### src/rtl/bram_quad_frontend.sv
// rtl/bram_quad_frontend.sv - two-lane request/response front-end for a quad-port block RAM

module bram_quad_lane #(
    parameter int DATA_WIDTH = 32,
    parameter int RSP_DEPTH  = 3
) (
    input  logic                  clock,
    input  logic                  reset,
    input  logic                  rd_fire,
    input  logic                  fwd_hit,
    input  logic [DATA_WIDTH-1:0] fwd_value,
    input  logic [DATA_WIDTH-1:0] ram_do,
    output logic                  req_ready,
    output logic                  rsp_valid,
    input  logic                  rsp_ready,
    output logic [DATA_WIDTH-1:0] rsp_data
);

    localparam int PW = (RSP_DEPTH > 1) ? $clog2(RSP_DEPTH) : 1;
    localparam int CW = $clog2(RSP_DEPTH + 1);
    localparam logic [CW-1:0] DEPTH_C = CW'(RSP_DEPTH);
    localparam logic [PW-1:0] LAST_C  = PW'(RSP_DEPTH - 1);

    logic                  inflight;
    logic                  fwd;
    logic [DATA_WIDTH-1:0] fwd_data;
    logic [PW-1:0]         wr_ptr;
    logic [PW-1:0]         rd_ptr;
    logic [CW-1:0]         count;
    logic [DATA_WIDTH-1:0] mem [RSP_DEPTH];
    logic [CW-1:0]         occ;
    logic                  push;
    logic                  pop;

    // The read issued last cycle lands in the FIFO now; the RAM's 1-cycle latency is absorbed here.
    assign push      = inflight;
    assign pop       = rsp_valid && rsp_ready;
    assign occ       = count + {{(CW-1){1'b0}}, inflight};
    // Ready depends only on registered state, so rsp_ready never reaches req_ready combinationally.
    assign req_ready = (occ < DEPTH_C);
    assign rsp_valid = (count != '0);
    assign rsp_data  = mem[rd_ptr];

    // Track the read in flight and capture any same-cycle cross-lane write data for forwarding.
    always_ff @(posedge clock or negedge reset) begin
        if (!reset) begin
            inflight <= 1'b0;
            fwd      <= 1'b0;
            fwd_data <= '0;
        end else begin
            inflight <= rd_fire;
            fwd      <= rd_fire && fwd_hit;
            fwd_data <= fwd_value;
        end
    end

    // Circular FIFO pointers and occupancy; credits guarantee a push never finds it full.
    always_ff @(posedge clock or negedge reset) begin
        if (!reset) begin
            wr_ptr <= '0;
            rd_ptr <= '0;
            count  <= '0;
        end else begin
            if (push) begin
                wr_ptr <= (wr_ptr == LAST_C) ? '0 : wr_ptr + 1'b1;
            end
            if (pop) begin
                rd_ptr <= (rd_ptr == LAST_C) ? '0 : rd_ptr + 1'b1;
            end
            if (push && !pop) begin
                count <= count + 1'b1;
            end else if (!push && pop) begin
                count <= count - 1'b1;
            end
        end
    end

    // FIFO storage; forwarded data replaces the RAM output when a write collided with this read.
    always_ff @(posedge clock) begin
        if (push) begin
            mem[wr_ptr] <= fwd ? fwd_data : ram_do;
        end
    end

endmodule

module bram_quad_frontend #(
    parameter int ADDR_WIDTH = 10,
    parameter int DATA_WIDTH = 32,
    parameter int RSP_DEPTH  = 3
) (
    input  logic                  clock,
    input  logic                  reset,
    input  logic                  a_req_valid,
    output logic                  a_req_ready,
    input  logic                  a_req_write,
    input  logic [ADDR_WIDTH-1:0] a_req_addr,
    input  logic [DATA_WIDTH-1:0] a_req_data,
    output logic                  a_rsp_valid,
    input  logic                  a_rsp_ready,
    output logic [DATA_WIDTH-1:0] a_rsp_data,
    output logic [ADDR_WIDTH-1:0] a_ram_rd_addr,
    output logic [ADDR_WIDTH-1:0] a_ram_wr_addr,
    output logic [DATA_WIDTH-1:0] a_ram_di,
    output logic                  a_ram_we,
    output logic                  a_ram_re,
    input  logic [DATA_WIDTH-1:0] a_ram_do,
    input  logic                  b_req_valid,
    output logic                  b_req_ready,
    input  logic                  b_req_write,
    input  logic [ADDR_WIDTH-1:0] b_req_addr,
    input  logic [DATA_WIDTH-1:0] b_req_data,
    output logic                  b_rsp_valid,
    input  logic                  b_rsp_ready,
    output logic [DATA_WIDTH-1:0] b_rsp_data,
    output logic [ADDR_WIDTH-1:0] b_ram_rd_addr,
    output logic [ADDR_WIDTH-1:0] b_ram_wr_addr,
    output logic [DATA_WIDTH-1:0] b_ram_di,
    output logic                  b_ram_we,
    output logic                  b_ram_re,
    input  logic [DATA_WIDTH-1:0] b_ram_do
);

    logic a_fire, b_fire;
    logic a_rd, a_wr, b_rd, b_wr;
    logic same_addr;
    logic a_fwd_hit, b_fwd_hit;

    assign a_fire    = a_req_valid && a_req_ready;
    assign b_fire    = b_req_valid && b_req_ready;
    assign a_rd      = a_fire && !a_req_write;
    assign a_wr      = a_fire &&  a_req_write;
    assign b_rd      = b_fire && !b_req_write;
    assign b_wr      = b_fire &&  b_req_write;
    assign same_addr = (a_req_addr == b_req_addr);

    // A read colliding with the other lane's write returns that write's data (write-first).
    assign a_fwd_hit = a_rd && b_wr && same_addr;
    assign b_fwd_hit = b_rd && a_wr && same_addr;

    assign a_ram_re      = a_rd;
    assign a_ram_rd_addr = a_req_addr;
    assign a_ram_we      = a_wr;
    assign a_ram_wr_addr = a_req_addr;
    assign a_ram_di      = a_req_data;

    // Lane A wins a same-address double write; lane B's request is still accepted but suppressed.
    assign b_ram_re      = b_rd;
    assign b_ram_rd_addr = b_req_addr;
    assign b_ram_we      = b_wr && !(a_wr && same_addr);
    assign b_ram_wr_addr = b_req_addr;
    assign b_ram_di      = b_req_data;

    bram_quad_lane #(
        .DATA_WIDTH (DATA_WIDTH),
        .RSP_DEPTH  (RSP_DEPTH)
    ) u_lane_a (
        .clock     (clock),
        .reset     (reset),
        .rd_fire   (a_rd),
        .fwd_hit   (a_fwd_hit),
        .fwd_value (b_req_data),
        .ram_do    (a_ram_do),
        .req_ready (a_req_ready),
        .rsp_valid (a_rsp_valid),
        .rsp_ready (a_rsp_ready),
        .rsp_data  (a_rsp_data)
    );

    bram_quad_lane #(
        .DATA_WIDTH (DATA_WIDTH),
        .RSP_DEPTH  (RSP_DEPTH)
    ) u_lane_b (
        .clock     (clock),
        .reset     (reset),
        .rd_fire   (b_rd),
        .fwd_hit   (b_fwd_hit),
        .fwd_value (a_req_data),
        .ram_do    (b_ram_do),
        .req_ready (b_req_ready),
        .rsp_valid (b_rsp_valid),
        .rsp_ready (b_rsp_ready),
        .rsp_data  (b_rsp_data)
    );

endmodule

### config.mk
export PLATFORM = sky130hd
export DESIGN_NAME = bram_quad_frontend
export DESIGN_NICKNAME = d
export VERILOG_FILES = /design/src/rtl/bram_quad_frontend.sv
export SDC_FILE = /design/constraint.sdc
export NUM_CORES = 1
export LEC_CHECK = 0
export BUFFER_PORTS_ARGS = -buffer_cell sky130_fd_sc_hd__buf_2
export CORE_MARGIN = 1
export CORE_UTILIZATION = 53
export CTS_BUF_LIST = sky130_fd_sc_hd__clkbuf_8
export CTS_CLUSTER_SIZE = 12
export DETAILED_ROUTE_END_ITERATION = 8
export GPL_ROUTABILITY_DRIVEN = 0
export PLACE_DENSITY = 0.92
export SKIP_CTS_REPAIR_TIMING = 1
export SLEW_MARGIN = 25
export SYNTH_ARGS = -nofsm -noshare
export SYNTH_HDL_FRONTEND = slang
export SYNTH_SLANG_ARGS = --single-unit
### constraint.sdc
create_clock -name clock -period 4 [get_ports clock]
set_clock_uncertainty 0.2 [all_clocks]
set_input_delay 0.4 -clock clock [delete_from_list [all_inputs] [get_ports clock]]
set_output_delay 0.4 -clock clock [all_outputs]
set_load 0.03 [all_outputs]
==> flow_metrics.env <==
export IMPL_ff_latch_area_sq_um=7784
export IMPL_ys_seq_area_share_pct=69.84
export IMPL_antenna_found_initial=2
export IMPL_final_nets=1218
export IMPL_clk_latency_ps=520
export IMPL_dr_pass1_iters=4
export IMPL_multi_input_area_sq_um=2447
export IMPL_dp_slack_ps=1635
export IMPL_p_leak_nw=5.836
export IMPL_cp_end_kind="primary output"
export IMPL_syn_area_per_cell_sq_um=15.19
export IMPL_syn_instance_count=732
export IMPL_vias=6895
export IMPL_crit_type="flip-flop to primary output"
export IMPL_syn_num_nets=892
export IMPL_die_w_microns=146.9
export IMPL_outcome="finished, final reports clean"
export IMPL_cts_buffers=43
export IMPL_postRouteAntennaNets=0
export IMPL_path_max_fanout=4
export IMPL_rsz0062_at_grt="false"
export IMPL_syn_to_final_growth_pct=24.92
export IMPL_worstPathRequired_ps=3400
export IMPL_gr_total_overflow=0
export IMPL_total_power_mw=8.638
export IMPL_grt_start_max_net_pins=68
export IMPL_drtIter0Drc=383
export IMPL_ys_seq_elements=272
export IMPL_cellPowerDensity_nw_per_um2=621.8
export IMPL_critical_path_buf_inv_count=1
export IMPL_drc=0
export IMPL_die_area_sq_um=21570
export IMPL_dp_hpwl_microns=14740
export IMPL_fin_crit_ps=2667
export IMPL_grt_pass1_wl_microns=33580
export IMPL_startpoint_type="flip-flop"
export IMPL_syn_area_sq_um=11120
export IMPL_synth_largest_area_cell="edfxtp_1"
export IMPL_synth_edf_count=192
export IMPL_fp_dieH_microns=146.9
export IMPL_cts_tree="done"
export IMPL_clock_fmax_ghz=0.3749
export IMPL_final_area_sq_um=13890
export IMPL_ctsLongestPathBuffers=3
export IMPL_worstHoldPathType="primary input to flip-flop"
export IMPL_wl_per_cell_microns=18.15
export IMPL_critPathArrivalTime_ps=2070
export IMPL_grt_pass1_vias=6719
export IMPL_ys_flop_type="edfxtp_1"
export IMPL_yosysTopAreaCellShare_pct=51.84
export IMPL_tns_ps=0
export IMPL_io_buffers=331
export IMPL_layout_drive_gt1_share_pct=38.10
export IMPL_async_flop_share_pct=29.41
export IMPL_track_usage_pct=20.19
export IMPL_crit_slowest_cell="dfrtp_1"
export IMPL_maxCapViolations=0
export IMPL_num_fill_cells=1335
export IMPL_htreeDepth=2
export IMPL_crit_family="flip-flops"
export IMPL_root_buffer="clkbuf_8"
export IMPL_synthDistinctLibCells=30
export IMPL_worstMarginPinSlew_ps=1047
export IMPL_slew_viol_final=0
export IMPL_synth_most_common_cell="edfxtp_1"
export IMPL_synth_warnings=0
export IMPL_finalHoldViolCount=0
export IMPL_fin_crit_sh_pct=66.69
export IMPL_drt_total_wl_microns=24760
export IMPL_cts_sinks=272
export IMPL_worstPathCellList="ha_1, xor2_1, a21oi_2, nand4_1, nor2b_4, buf_2"
export IMPL_maxSlewHeadroom_pct=30.06
export IMPL_finalWorstSetupSlack_ps=1333
export IMPL_synthTopCellsByArea="edfxtp_1, dfrtp_1, buf_4, mux2_1, mux2i_1"
export IMPL_vdd_drop_max_mv=0.3612
export IMPL_coreArea_sq_um=20430
export IMPL_viasPerCell=5.055
export IMPL_setup_violations=0
export IMPL_postPlaceCellArea_sq_um=12280
export IMPL_core_rowCount=52
export IMPL_clkTransAtPathRegs_ps=60
export IMPL_boundaryPins=332
export IMPL_cpPeakStageDelay_ps=430
export IMPL_yosys_top_cells_count="edfxtp_1, buf_4, dfrtp_1, nand2_1, mux2i_1"
export IMPL_start_util_pct=54.44
-- final timing paths --
kind	start	end	slack (ps)	cells after the start
max in group asynchronous	reset	u_lane_b.fwd_data[8]	2350	3
min	a_ram_do[26]	u_lane_a.mem[1][26]	10	2
min reg2reg	u_lane_a.count[1]	u_lane_a.count[1]	320	1
max reg2reg	u_lane_a.count[0]	u_lane_b.fwd	1830	6
max	u_lane_a.count[0]	b_ram_we	1330	6
min in group asynchronous	reset	u_lane_b.fwd_data[5]	290	2
-- where the power goes --
group | internal [mW] | total [mW] | leakage [nW] | switching [mW]
logic | 0.874 | 2.60 | 2.68 | 1.73
clock network | 1.17 | 2.20 | 0.474 | 1.03
registers | 3.38 | 3.84 | 2.68 | 0.461
-- final cells by class --
type / count / area share, %
Tap cell: 270 / 2.432
Timing Repair Buffer: 415 / 17.99
Inverter: 2 / 0.05403
Multi-Input combinational cell: 324 / 17.62
Clock buffer: 48 / 4.755
Clock inverter: 31 / 1.090
Antenna cell: 2 / 0.03602
Sequential cell: 272 / 56.02
-- cell families (layout without fill, tap and decap cells) --
family,Yosys count,after routing,synth area share (%)
flip-flops,272,272,69.84
AO/OA/AOI/OAI,72,72,3.386
multiplexers,129,129,12.34
XOR/XNOR,18,18,1.417
AND/OR/NAND/NOR,101,101,4.095
adder cells (fa/ha/maj),4,4,0.4500
buffers and inverters,136,496,8.471
other,0,2,0
-- per-layer routing --
| metal | up-vias | wire (microns) | track usage [%] |
|---|---|---|---|
| met4 | 0 | 1025 | 10.99 |
| met3 | 74 | 1135 | 3.230 |
| met1 | 3353 | 8923 | 21.95 |
| li1 | 3183 | - | - |
| met5 | - | 0 | 0 |
| met2 | 285 | 13670 | 37.49 |
-- stage by stage --
stage / hold slack (ps) / instances / utilization [%]
after floorplan: -95.59 / 732 / -
after global placement: 278.9 / 1206 / 60.09
after detailed placement: 292.9 / 1206 / 60.10
after CTS: -269.0 / 1285 / 64.07
after global routing: 4.001 / 1364 / 68.01
final: 13.55 / 1364 / 68.01
-- sequential cells by signal, summed over array words and instances (netlist names) --
signal             count
u_lane_a.fwd           1
u_lane_a.rd_ptr        2
u_lane_a.fwd_data     32
u_lane_b.rd_ptr        2
u_lane_a.mem          96
u_lane_a.count         2
u_lane_b.fwd_data     32
u_lane_a.wr_ptr        2
u_lane_a.inflight      1
u_lane_b.wr_ptr        2
u_lane_b.fwd           1
u_lane_b.inflight      1
u_lane_b.mem          96
u_lane_b.count         2
-- placed cells by master (no fill, tap or decap), types with 18 or more instances in the layout --
| master | count |
|---|---|
| buf_2 | 330 |
| clkbuf_8 | 48 |
| dfrtp_1 | 75 |
| dlygate4sd3_1 | 76 |
| edfxtp_1 | 192 |
| inv_1 | 18 |
| mux2_1 | 60 |
| mux2i_1 | 64 |
| nand2_1 | 77 |
| o21ai_0 | 31 |
| o21ai_1 | 35 |
Power figures use the tool's default switching activity.
